### config.mk
export PLATFORM = sky130hd
export DESIGN_NAME = sample_output_reg_flat
export DESIGN_NICKNAME = d
export VERILOG_FILES = /design/src/rtl/dds_pkg.sv /design/src/rtl/sample_output_reg_if.sv /design/src/rtl/sample_output_reg_fifo.sv /design/src/rtl/sample_output_reg.sv /design/src/flat_wrapper.sv
export SDC_FILE = /design/constraint.sdc
export NUM_CORES = 1
export LEC_CHECK = 0
export ABC_AREA = 1
export BUFFER_PORTS_ARGS = -buffer_cell sky130_fd_sc_hd__buf_4
export CAP_MARGIN = 20
export CORE_ASPECT_RATIO = 1.25
export CORE_MARGIN = 8
export CORE_UTILIZATION = 60
export DETAILED_ROUTE_END_ITERATION = 6
export PLACE_DENSITY_LB_ADDON = 0.08
export SYNTH_ARGS = -nofsm -noshare
export SYNTH_HDL_FRONTEND = slang
export SYNTH_HIERARCHICAL = 1
export SYNTH_SLANG_ARGS = --single-unit
### constraint.sdc
create_clock -name CLK -period 4.31 [get_ports CLK]
set_input_delay 0.862 -clock CLK [delete_from_list [all_inputs] [get_ports CLK]]
set_output_delay 0.862 -clock CLK [all_outputs]
set_load 0.02 [all_outputs]
### src/rtl/dds_pkg.sv
// dds_pkg: shared sample width, FIFO defaults, generator type codes and capture FSM states.
package dds_pkg;
  localparam int SAMPLE_W = 12;
  localparam int DEF_FIFO_DEPTH = 16;
  localparam int DEF_ADDR_W = 4;
  localparam logic [SAMPLE_W-1:0] DEF_IDLE_CODE = '0;
  typedef enum logic [1:0] {
    SIG_NONE  = 2'd0,
    SIG_LFM   = 2'd1,
    SIG_TONE  = 2'd2,
    SIG_NOISE = 2'd3
  } sig_type_t;
  typedef enum logic [1:0] {
    IDLE,
    CAPTURE,
    DRAIN
  } state_t;
endpackage

### src/rtl/sample_output_reg_if.sv
// sample_output_reg_if: generator-side capture signals and DAC-side valid/ready stream.
interface sample_output_reg_if import dds_pkg::*; #(
  parameter int DATA_W = SAMPLE_W
) ();
  logic              SIGN_START_CALC;
  logic              SIGN_STOP_CALC;
  logic [DATA_W-1:0] DATA_IN;
  logic              OUT_REG_READY;
  logic [DATA_W-1:0] DAC_DATA;
  logic              DAC_VALID;
  logic              DAC_READY;
  logic              OVERFLOW;
  logic              PROTO_ERR;
  modport master (
    output SIGN_START_CALC, SIGN_STOP_CALC, DATA_IN, DAC_READY,
    input  OUT_REG_READY, DAC_DATA, DAC_VALID, OVERFLOW, PROTO_ERR
  );
  modport slave (
    input  SIGN_START_CALC, SIGN_STOP_CALC, DATA_IN, DAC_READY,
    output OUT_REG_READY, DAC_DATA, DAC_VALID, OVERFLOW, PROTO_ERR
  );
endinterface

### src/rtl/sample_output_reg_fifo.sv
// sample_fifo: sync FIFO whose head is copied into a registered output stage one cycle after it lands.
module sample_fifo import dds_pkg::*; #(
  parameter int DATA_W = SAMPLE_W,
  parameter int DEPTH = DEF_FIFO_DEPTH,
  parameter int AW = DEF_ADDR_W,
  parameter logic [DATA_W-1:0] IDLE_VAL = '0
) (
  input  logic              clk,
  input  logic              rst_n,
  input  logic              push_i,
  input  logic              pop_i,
  input  logic [DATA_W-1:0] din_i,
  output logic [DATA_W-1:0] dout_o,
  output logic              valid_o,
  output logic              full_o,
  output logic [AW:0]       count_o
);
  logic [DATA_W-1:0] mem_q [DEPTH];
  logic [AW-1:0] wr_q, rd_q;
  logic [AW:0] cnt_q;
  logic vld_q, load;
  logic [DATA_W-1:0] dout_q;
  // cnt_q includes the word held in the output stage, so memory holds cnt_q - vld_q words
  assign load = (cnt_q != {{AW{1'b0}}, vld_q}) && (!vld_q || pop_i);
  always_ff @(posedge clk)
    if (push_i) mem_q[wr_q] <= din_i;
  always_ff @(posedge clk or negedge rst_n)
    if (!rst_n) begin
      wr_q <= '0;
      rd_q <= '0;
      cnt_q <= '0;
      vld_q <= 1'b0;
      dout_q <= IDLE_VAL;
    end else begin
      wr_q <= wr_q + AW'(push_i);
      rd_q <= rd_q + AW'(load);
      cnt_q <= cnt_q + (AW+1)'(push_i) - (AW+1)'(pop_i);
      vld_q <= load || (vld_q && !pop_i);
      dout_q <= load ? mem_q[rd_q] : pop_i ? IDLE_VAL : dout_q;
    end
  assign dout_o = dout_q;
  assign valid_o = vld_q;
  assign full_o = cnt_q == (AW+1)'(DEPTH);
  assign count_o = cnt_q;
endmodule

### src/rtl/sample_output_reg.sv
// sample_output_reg: captures generator frames into a FIFO and streams them to the DAC.
// Define OUT_REG_STATS_EN to add FRAME_SAMPLES (accepted samples of the last completed frame).
module sample_output_reg import dds_pkg::*; #(
  parameter int DATA_W = SAMPLE_W,
  parameter int FIFO_DEPTH = DEF_FIFO_DEPTH,
  parameter int ADDR_W = DEF_ADDR_W,
  parameter logic [DATA_W-1:0] IDLE_CODE = DEF_IDLE_CODE
) (
  input logic CLK,
  input logic RESET,
  sample_output_reg_if.slave bus
`ifdef OUT_REG_STATS_EN
  , output logic [31:0] FRAME_SAMPLES
`endif
);
  state_t state_q, state_d;
  logic ready_q, ovf_q, perr_q;
  logic idle_start, capture, pop, push, fifo_full;
  logic [ADDR_W:0] fifo_count;
  assign idle_start = (state_q == IDLE) && bus.SIGN_START_CALC;
  assign capture = idle_start || (state_q == CAPTURE);
  assign pop = bus.DAC_VALID && bus.DAC_READY;
  // a pop on the same edge frees a slot, so a full FIFO still accepts
  assign push = capture && (!fifo_full || pop);
  always_comb
    state_d = (state_q == IDLE) ? (bus.SIGN_START_CALC ? (bus.SIGN_STOP_CALC ? DRAIN : CAPTURE) : IDLE)
            : (state_q == CAPTURE) ? (bus.SIGN_STOP_CALC ? DRAIN : CAPTURE)
            : ((fifo_count == '0) ? IDLE : DRAIN);
  always_ff @(posedge CLK or negedge RESET)
    if (!RESET) begin
      state_q <= IDLE;
      ready_q <= 1'b1;
      ovf_q <= 1'b0;
      perr_q <= 1'b0;
    end else begin
      state_q <= state_d;
      ready_q <= state_d == IDLE;
      ovf_q <= (ovf_q && !idle_start) || (capture && !push);
      perr_q <= (perr_q && !idle_start) || (bus.SIGN_START_CALC && state_q != IDLE);
    end
  sample_fifo #(
    .DATA_W(DATA_W), .DEPTH(FIFO_DEPTH), .AW(ADDR_W), .IDLE_VAL(IDLE_CODE)
  ) u_fifo (
    .clk(CLK), .rst_n(RESET), .push_i(push), .pop_i(pop), .din_i(bus.DATA_IN),
    .dout_o(bus.DAC_DATA), .valid_o(bus.DAC_VALID), .full_o(fifo_full), .count_o(fifo_count)
  );
  assign bus.OUT_REG_READY = ready_q;
  assign bus.OVERFLOW = ovf_q;
  assign bus.PROTO_ERR = perr_q;
`ifdef OUT_REG_STATS_EN
  logic [31:0] n_q, n_d, frame_q;
  assign n_d = (idle_start ? 32'd0 : n_q) + 32'(push);
  always_ff @(posedge CLK or negedge RESET)
    if (!RESET) begin
      n_q <= '0;
      frame_q <= '0;
    end else begin
      n_q <= n_d;
      frame_q <= (capture && bus.SIGN_STOP_CALC) ? n_d : frame_q;
    end
  assign FRAME_SAMPLES = frame_q;
`endif
endmodule

### src/flat_wrapper.sv
// flat-port wrapper written by rule: the top's interface ports become plain ports
module sample_output_reg_flat import dds_pkg::*;
#(
  parameter int DATA_W = SAMPLE_W,
  parameter int FIFO_DEPTH = DEF_FIFO_DEPTH,
  parameter int ADDR_W = DEF_ADDR_W,
  parameter logic [DATA_W-1:0] IDLE_CODE = DEF_IDLE_CODE
)
  (CLK, RESET, bus_SIGN_START_CALC, bus_SIGN_STOP_CALC, bus_DATA_IN, bus_DAC_READY, bus_OUT_REG_READY, bus_DAC_DATA, bus_DAC_VALID, bus_OVERFLOW, bus_PROTO_ERR);
  sample_output_reg_if #(.DATA_W(DATA_W)) bus_i ();
  input logic CLK;
  input logic RESET;
  input wire logic [$bits(bus_i.SIGN_START_CALC)-1:0] bus_SIGN_START_CALC;
  input wire logic [$bits(bus_i.SIGN_STOP_CALC)-1:0] bus_SIGN_STOP_CALC;
  input wire logic [$bits(bus_i.DATA_IN)-1:0] bus_DATA_IN;
  input wire logic [$bits(bus_i.DAC_READY)-1:0] bus_DAC_READY;
  output wire logic [$bits(bus_i.OUT_REG_READY)-1:0] bus_OUT_REG_READY;
  output wire logic [$bits(bus_i.DAC_DATA)-1:0] bus_DAC_DATA;
  output wire logic [$bits(bus_i.DAC_VALID)-1:0] bus_DAC_VALID;
  output wire logic [$bits(bus_i.OVERFLOW)-1:0] bus_OVERFLOW;
  output wire logic [$bits(bus_i.PROTO_ERR)-1:0] bus_PROTO_ERR;
  assign bus_i.SIGN_START_CALC = bus_SIGN_START_CALC;
  assign bus_i.SIGN_STOP_CALC = bus_SIGN_STOP_CALC;
  assign bus_i.DATA_IN = bus_DATA_IN;
  assign bus_i.DAC_READY = bus_DAC_READY;
  assign bus_OUT_REG_READY = bus_i.OUT_REG_READY;
  assign bus_DAC_DATA = bus_i.DAC_DATA;
  assign bus_DAC_VALID = bus_i.DAC_VALID;
  assign bus_OVERFLOW = bus_i.OVERFLOW;
  assign bus_PROTO_ERR = bus_i.PROTO_ERR;
  sample_output_reg #(.DATA_W(DATA_W), .FIFO_DEPTH(FIFO_DEPTH), .ADDR_W(ADDR_W), .IDLE_CODE(IDLE_CODE)) u_core (.CLK(CLK), .RESET(RESET), .bus(bus_i));
endmodule
; ---- Word-level counts from Yosys, hierarchy flattened
; Memory sizes are Yosys's and may differ from the RTL's.
; Index checks and enable logic that the tools add are counted.
; Widths: inputs -> output; s select.
[totals]
register_bits = 31
latchBits = 0
mem_bits_rw = 192
rom_bits = 0
in_bits = 17
output_inout_bits = 16
mem_count = 1
[classes]
add_sub_neg = 4
n_mul = 0
div = 0
n_lt_le_gt_ge = 0
n_eq_ne = 3
shift = 0
mux = 9
bitwise = 0
n_reduce_logical = 25
[mem_list]
columns = memory, depth, word_bits, read_ports, rd_clocked_by_memory_dff, wr, line
row1 = u_core.u_fifo.mem_q, 16, 12, 1, 0, 1, sample_output_reg_fifo.sv:18  ; logic [DATA_W-1:0] mem_q [DEPTH];
[op_table]
columns = cell, count
row1 = $mux 12, 2
row2 = $mux 2, 5
row3 = $logic_and 1x1->1, 9
row4 = $add 4x1->4, 2
row5 = $logic_or 1x1->1, 6
row6 = $add 5x1->5, 1
row7 = $eq 5x5->1 const B, 1
row8 = $logic_not 1->1, 5
row9 = $logic_not 5->1, 1
row10 = $ne 5x1->1, 1
row11 = $sub 5x1->5, 1
row12 = $logic_not 2->1, 2
row13 = $reduce_bool 2->1, 2
row14 = $eq 2x1->1 const B, 1
row15 = $mux 1, 2

; ---- Logic depth before layout (Yosys ltp)
[depth]
word_depth = 7
ltp_mapped = 11
depth_no_buf = 11

; ---- Modules after synthesis
; The synthesis kept the hierarchy.
[modules_own_cells]
columns = mod, n_inst, cells_each, area_each_um2
row1 = sample_fifo, 1, 732, 8856.0
row2 = sample_output_reg, 1, 26, 224.0

; ---- Worst setup path before layout
; Ideal clock, no wire load.
[synth_path]
path_kind = in2reg
start = input bus_DAC_READY
end = register u_core.u_fifo.cnt_q[4], in the netlist u_core/u_fifo/count_o[4]
t_arrival_ns = 2.335
required_ns = 4.231
path_slack_ns = 1.896
cell_stages = 10
cell_sequence = nand2_1 -> inv_1 -> ha_1 -> inv_1 -> ha_1 -> fa_1 -> a21oi_1 -> nor2_1 -> nor2_1 -> xor2_1
[synth_via]
elab_chain_len = 5
[synth_lines]
columns = item, line
row1 = from (decl), flat_wrapper.sv:16  ; input wire logic [$bits(bus_i.DAC_READY)-1:0] bus_DAC_READY;
row2 = $logic_and 1x1->1 (*), sample_output_reg.sv:22  ; assign pop = bus.DAC_VALID && bus.DAC_READY;
row3 = net u_core.pop, sample_output_reg.sv:18  ; logic idle_start, capture, pop, push, fifo_full;
row4 = $logic_or 1x1->1, sample_output_reg.sv:24  ; assign push = capture && (!fifo_full || pop);
row5 = $logic_and 1x1->1, sample_output_reg.sv:24
row6 = $add 5x1->5, sample_output_reg_fifo.sv:37  ; cnt_q <= cnt_q + (AW+1)'(push_i) - (AW+1)'(pop_i);
row7 = $sub 5x1->5 (*), sample_output_reg_fifo.sv:37
row8 = to (signal assigned), sample_output_reg_fifo.sv:37
row9 = to (decl), sample_output_reg_fifo.sv:20  ; logic [AW:0] cnt_q;
; Mark *: on every way through the listed nets, which the timed path passes. The rest lies on a longest branch.
; A chain may end at the register's enable or synchronous reset.

; ---- Final worst setup path
[layout_path]
start = register u_core.u_fifo.cnt_q[3], in the netlist u_core/u_fifo/count_o[3]
end = memory u_core/u_fifo/mem_q[3][3] (netlist name), enable pin
[layout_via]
elab_chain_len = 6
[layout_lines]
columns = item, line
row1 = $eq 5x5->1, sample_output_reg_fifo.sv:43  ; assign full_o = cnt_q == (AW+1)'(DEPTH);
row2 = net u_core.fifo_full, sample_output_reg.sv:18
row3 = $logic_not 1->1, sample_output_reg.sv:24
row4 = $logic_or 1x1->1, sample_output_reg.sv:24
row5 = $logic_and 1x1->1, sample_output_reg.sv:24
row6 = net u_core.push, sample_output_reg.sv:18
row7 = $mux 1, sample_output_reg_fifo.sv:26  ; if (push_i) mem_q[wr_q] <= din_i;
row8 = $mux 1 (implied by the code), sample_output_reg_fifo.sv:26
row9 = to (decl), sample_output_reg_fifo.sv:18
; The timed path passes the listed nets, and every way through them passes these cells.

==> results_dict.tcl <==
set metrics [dict create \
    worstPathRequired_ns 4.42 \
    leakagePower_uw 0.003906 \
    synth_seq_cells 223 \
    power.density_nw_per_um2 669.9 \
    clockBufferDepth 3 \
    hold_buffers 0 \
    dr.pass1.iters 7 \
    ys.warnings.count 6 \
    synth.area.top_cells "edfxtp_1 (63%), nand3_1 (11%), nand2_1 (9.0%)" \
    slew_headroom 0.3086 \
    setup_viol 0 \
    synth.distinct_cells 25 \
    wl_um 20170 \
    initial_utilization 0.6098 \
    area_delta_synth_final_pct 12.10 \
    clk_pin_slew_ns 0.06 \
    clock_skew_ns 0.01630 \
    reg2reg_from "u_core/u_fifo/count_o[3]$_DFF_PN0_" \
    maxCapViolCount 0 \
    grt_pass1_wl_um 31510 \
    synth_top_area_share 0.6350 \
    die_h_um 153.5 \
    grt_usage 0.2093 \
    wl_per_cell_um 20.44 \
    post_cts_buffers 0 \
    syn_nets 786 \
    tightestPinTransition_ns 1.037 \
    post-route-util 0.6836 \
    final_nets 818 \
    grt_overflow 0 \
    num-fill-cells 1111 \
    setup.worst_path.class "reg -> reg" \
    die_w_um 126.0 \
    num_antenna_cells 0 \
    cp.arrival_ns 2.80 \
    yosysSeqAreaShare 0.7205 \
    post-synth-top-area-cell "edfxtp_1" \
    rr_worst_depth 7 \
    cts_tree "built" \
    fmax_mhz 371.5 \
    core_um2 14890 \
    h-tree-depth 1 \
    vias_per_cell 5.961 \
    drc 0 \
    tns_ns 0 \
    crit_start "u_core/u_fifo/count_o[3]$_DFF_PN0_" \
    ctsResizeCount 0 \
    fin_crit_ns 2.692 \
    grt_max_degree 98 \
    grt_pass1_vias 5783 \
    cp_max_fo 12 \
    std_cell_rows 50 \
    hold_violations 0 \
    peakVddDrop_mv 0.3828 \
    antenna_found_initial 0 \
    vias 5884 \
    period_share 0.6246 \
    worstHoldPathType "in -> async" \
    cts_made_buffers 22 \
    endpoint_kind "flip-flop" \
    r2r_setup_slack_ns 1.62 \
    cts_root_buf "clkbuf_16" \
    dp_hpwl_um 12280 \
    syn_inst 758 \
    io_buffers 32 \
    syn_area_um2 9080 \
    ioPinCount 33 \
    cts.sinks 223 \
    final_antenna_net_count 0 \
    globalplace.congestion 0.8798 \
    rsz0062_at_grt "false" \
    final_layout_size_suffix_gt1_frac 0.1106 \
    slew_viol_final 0 \
    start_kind "flip-flop" \
    drt-initial-drc-count 594 \
    outcome "finished clean" \
    syn_area_per_cell_um2 11.98 \
    die-area_um2 19350 \
    clk_latency_ns 0.50 \
    worstReg2RegEnd "u_core/u_fifo/mem_q[3][3]$_DFFE_PP_" \
]
==> per-layer routing <==
layer	track usage	wire length [um]
met1	0.2657	7910
met3	0.03599	1631
met2	0.3457	9842
met5	0	0
met4	0.09592	788
==> kinds of logic after synthesis <==
| logic type | share of synthesized area |
|---|---|
| buffers and inverters | 0.03679 |
| flip-flops | 0.7205 |
| XOR/XNOR | 0.008682 |
| adder cells (fa/ha/maj) | 0.01598 |
| AND/OR/NAND/NOR | 0.2111 |
| AO/OA/AOI/OAI | 0.006890 |
==> placed cells by master, fill, tap and decap left out, types with 2 or more instances in the layout <==
| master | instances |
|---|---|
| nor2_1 | 24 |
| edfxtp_1 | 192 |
| clkinv_1 | 5 |
| bufinv_16 | 4 |
| clkinv_2 | 5 |
| xor2_1 | 8 |
| dfrtp_1 | 29 |
| clkbuf_16 | 23 |
| nand3_1 | 199 |
| clkbuf_1 | 2 |
| inv_1 | 19 |
| nand2_1 | 218 |
| a21oi_1 | 3 |
| ha_1 | 10 |
| o21ai_0 | 2 |
| buf_4 | 50 |
==> state kept, by name (all words and copies together), names as in the netlist, named ones only <==
signal / flops
u_core/bus.OVERFLOW: 1
u_core/state_q: 2
u_core/u_fifo/count_o: 5
u_core/u_fifo/rd_q: 4
u_core/u_fifo/dout_o: 12
u_core/u_fifo/wr_q: 4
u_core/bus.OUT_REG_READY: 1
u_core/u_fifo/mem_q: 192
u_core/u_fifo/valid_o: 1
==> critical path: stages, from the launching register on <==
cell     delay (ns)
dfrtp_1        0.38
inv_1          0.08
ha_1           0.20
nand2_1        0.08
nor3_1         0.05
a21oi_1        0.54
nand2_1        0.22
nor2_1         0.75
==> per-stage QoR <==
stage | instance area, um^2 | instances | hold WS, ns | power (uW) | setup WS [ns]
detailed placement | 9417 | 946 | 0.4473 | 4874 | 1.319
finish | 10180 | 987 | 0.2849 | 6819 | 1.618
global placement | 9417 | 946 | 0.4391 | 4822 | 1.359
global route | 10180 | 987 | 0.3111 | 7175 | 1.391
floorplan | 9080 | 758 | 0.4161 | 4278 | 1.896
CTS | 10160 | 985 | 0.2861 | 6839 | 1.569
==> worst max path at each step <==
stage / end / slack [ns] / cells past startpoint
global placement: u_core/u_fifo/mem_q[0][3]$_DFFE_PP_ / 1.36 / 5
finish: u_core/u_fifo/mem_q[3][3]$_DFFE_PP_ / 1.62 / 7
floorplan: u_core/u_fifo/count_o[4]$_DFF_PN0_ / 1.90 / 10
global route: u_core/u_fifo/mem_q[1][4]$_DFFE_PP_ / 1.39 / 7
CTS: u_core/u_fifo/mem_q[0][0]$_DFFE_PP_ / 1.57 / 7
detailed placement: u_core/u_fifo/mem_q[0][6]$_DFFE_PP_ / 1.32 / 5
==> final cells by class <==
| cell class | count | area [um^2] | share of cell area |
|---|---|---|---|
| well taps | 182 | 227.7 | 0.02237 |
| clock inverters | 14 | 163.9 | 0.01610 |
| clock buffers | 25 | 583.1 | 0.05728 |
| repair buffers | 50 | 375.4 | 0.03688 |
| inverters | 21 | 81.33 | 0.007990 |
| flip-flops and latches | 223 | 6544 | 0.6429 |
| multi-input cells | 472 | 2203 | 0.2165 |
==> Yosys cell counts, drive strengths merged <==
cell	number
nand3	199
xor2	8
nor2	24
edfxtp	192
xnor2	1
o22ai	1
clkbuf	7
nand3b	1
o21ai	3
nand2	218
a21oi	4
dfrtp	30
o21a	1
buf	35
fa	1
inv	21
ha	10
nor3	1
dfstp	1
==> where the power goes <==
part           switching (uW)  internal [uW]
registers                 143           2560
logic                    1500            662
clock network             752           1200
Power figures use the tool's default switching activity.
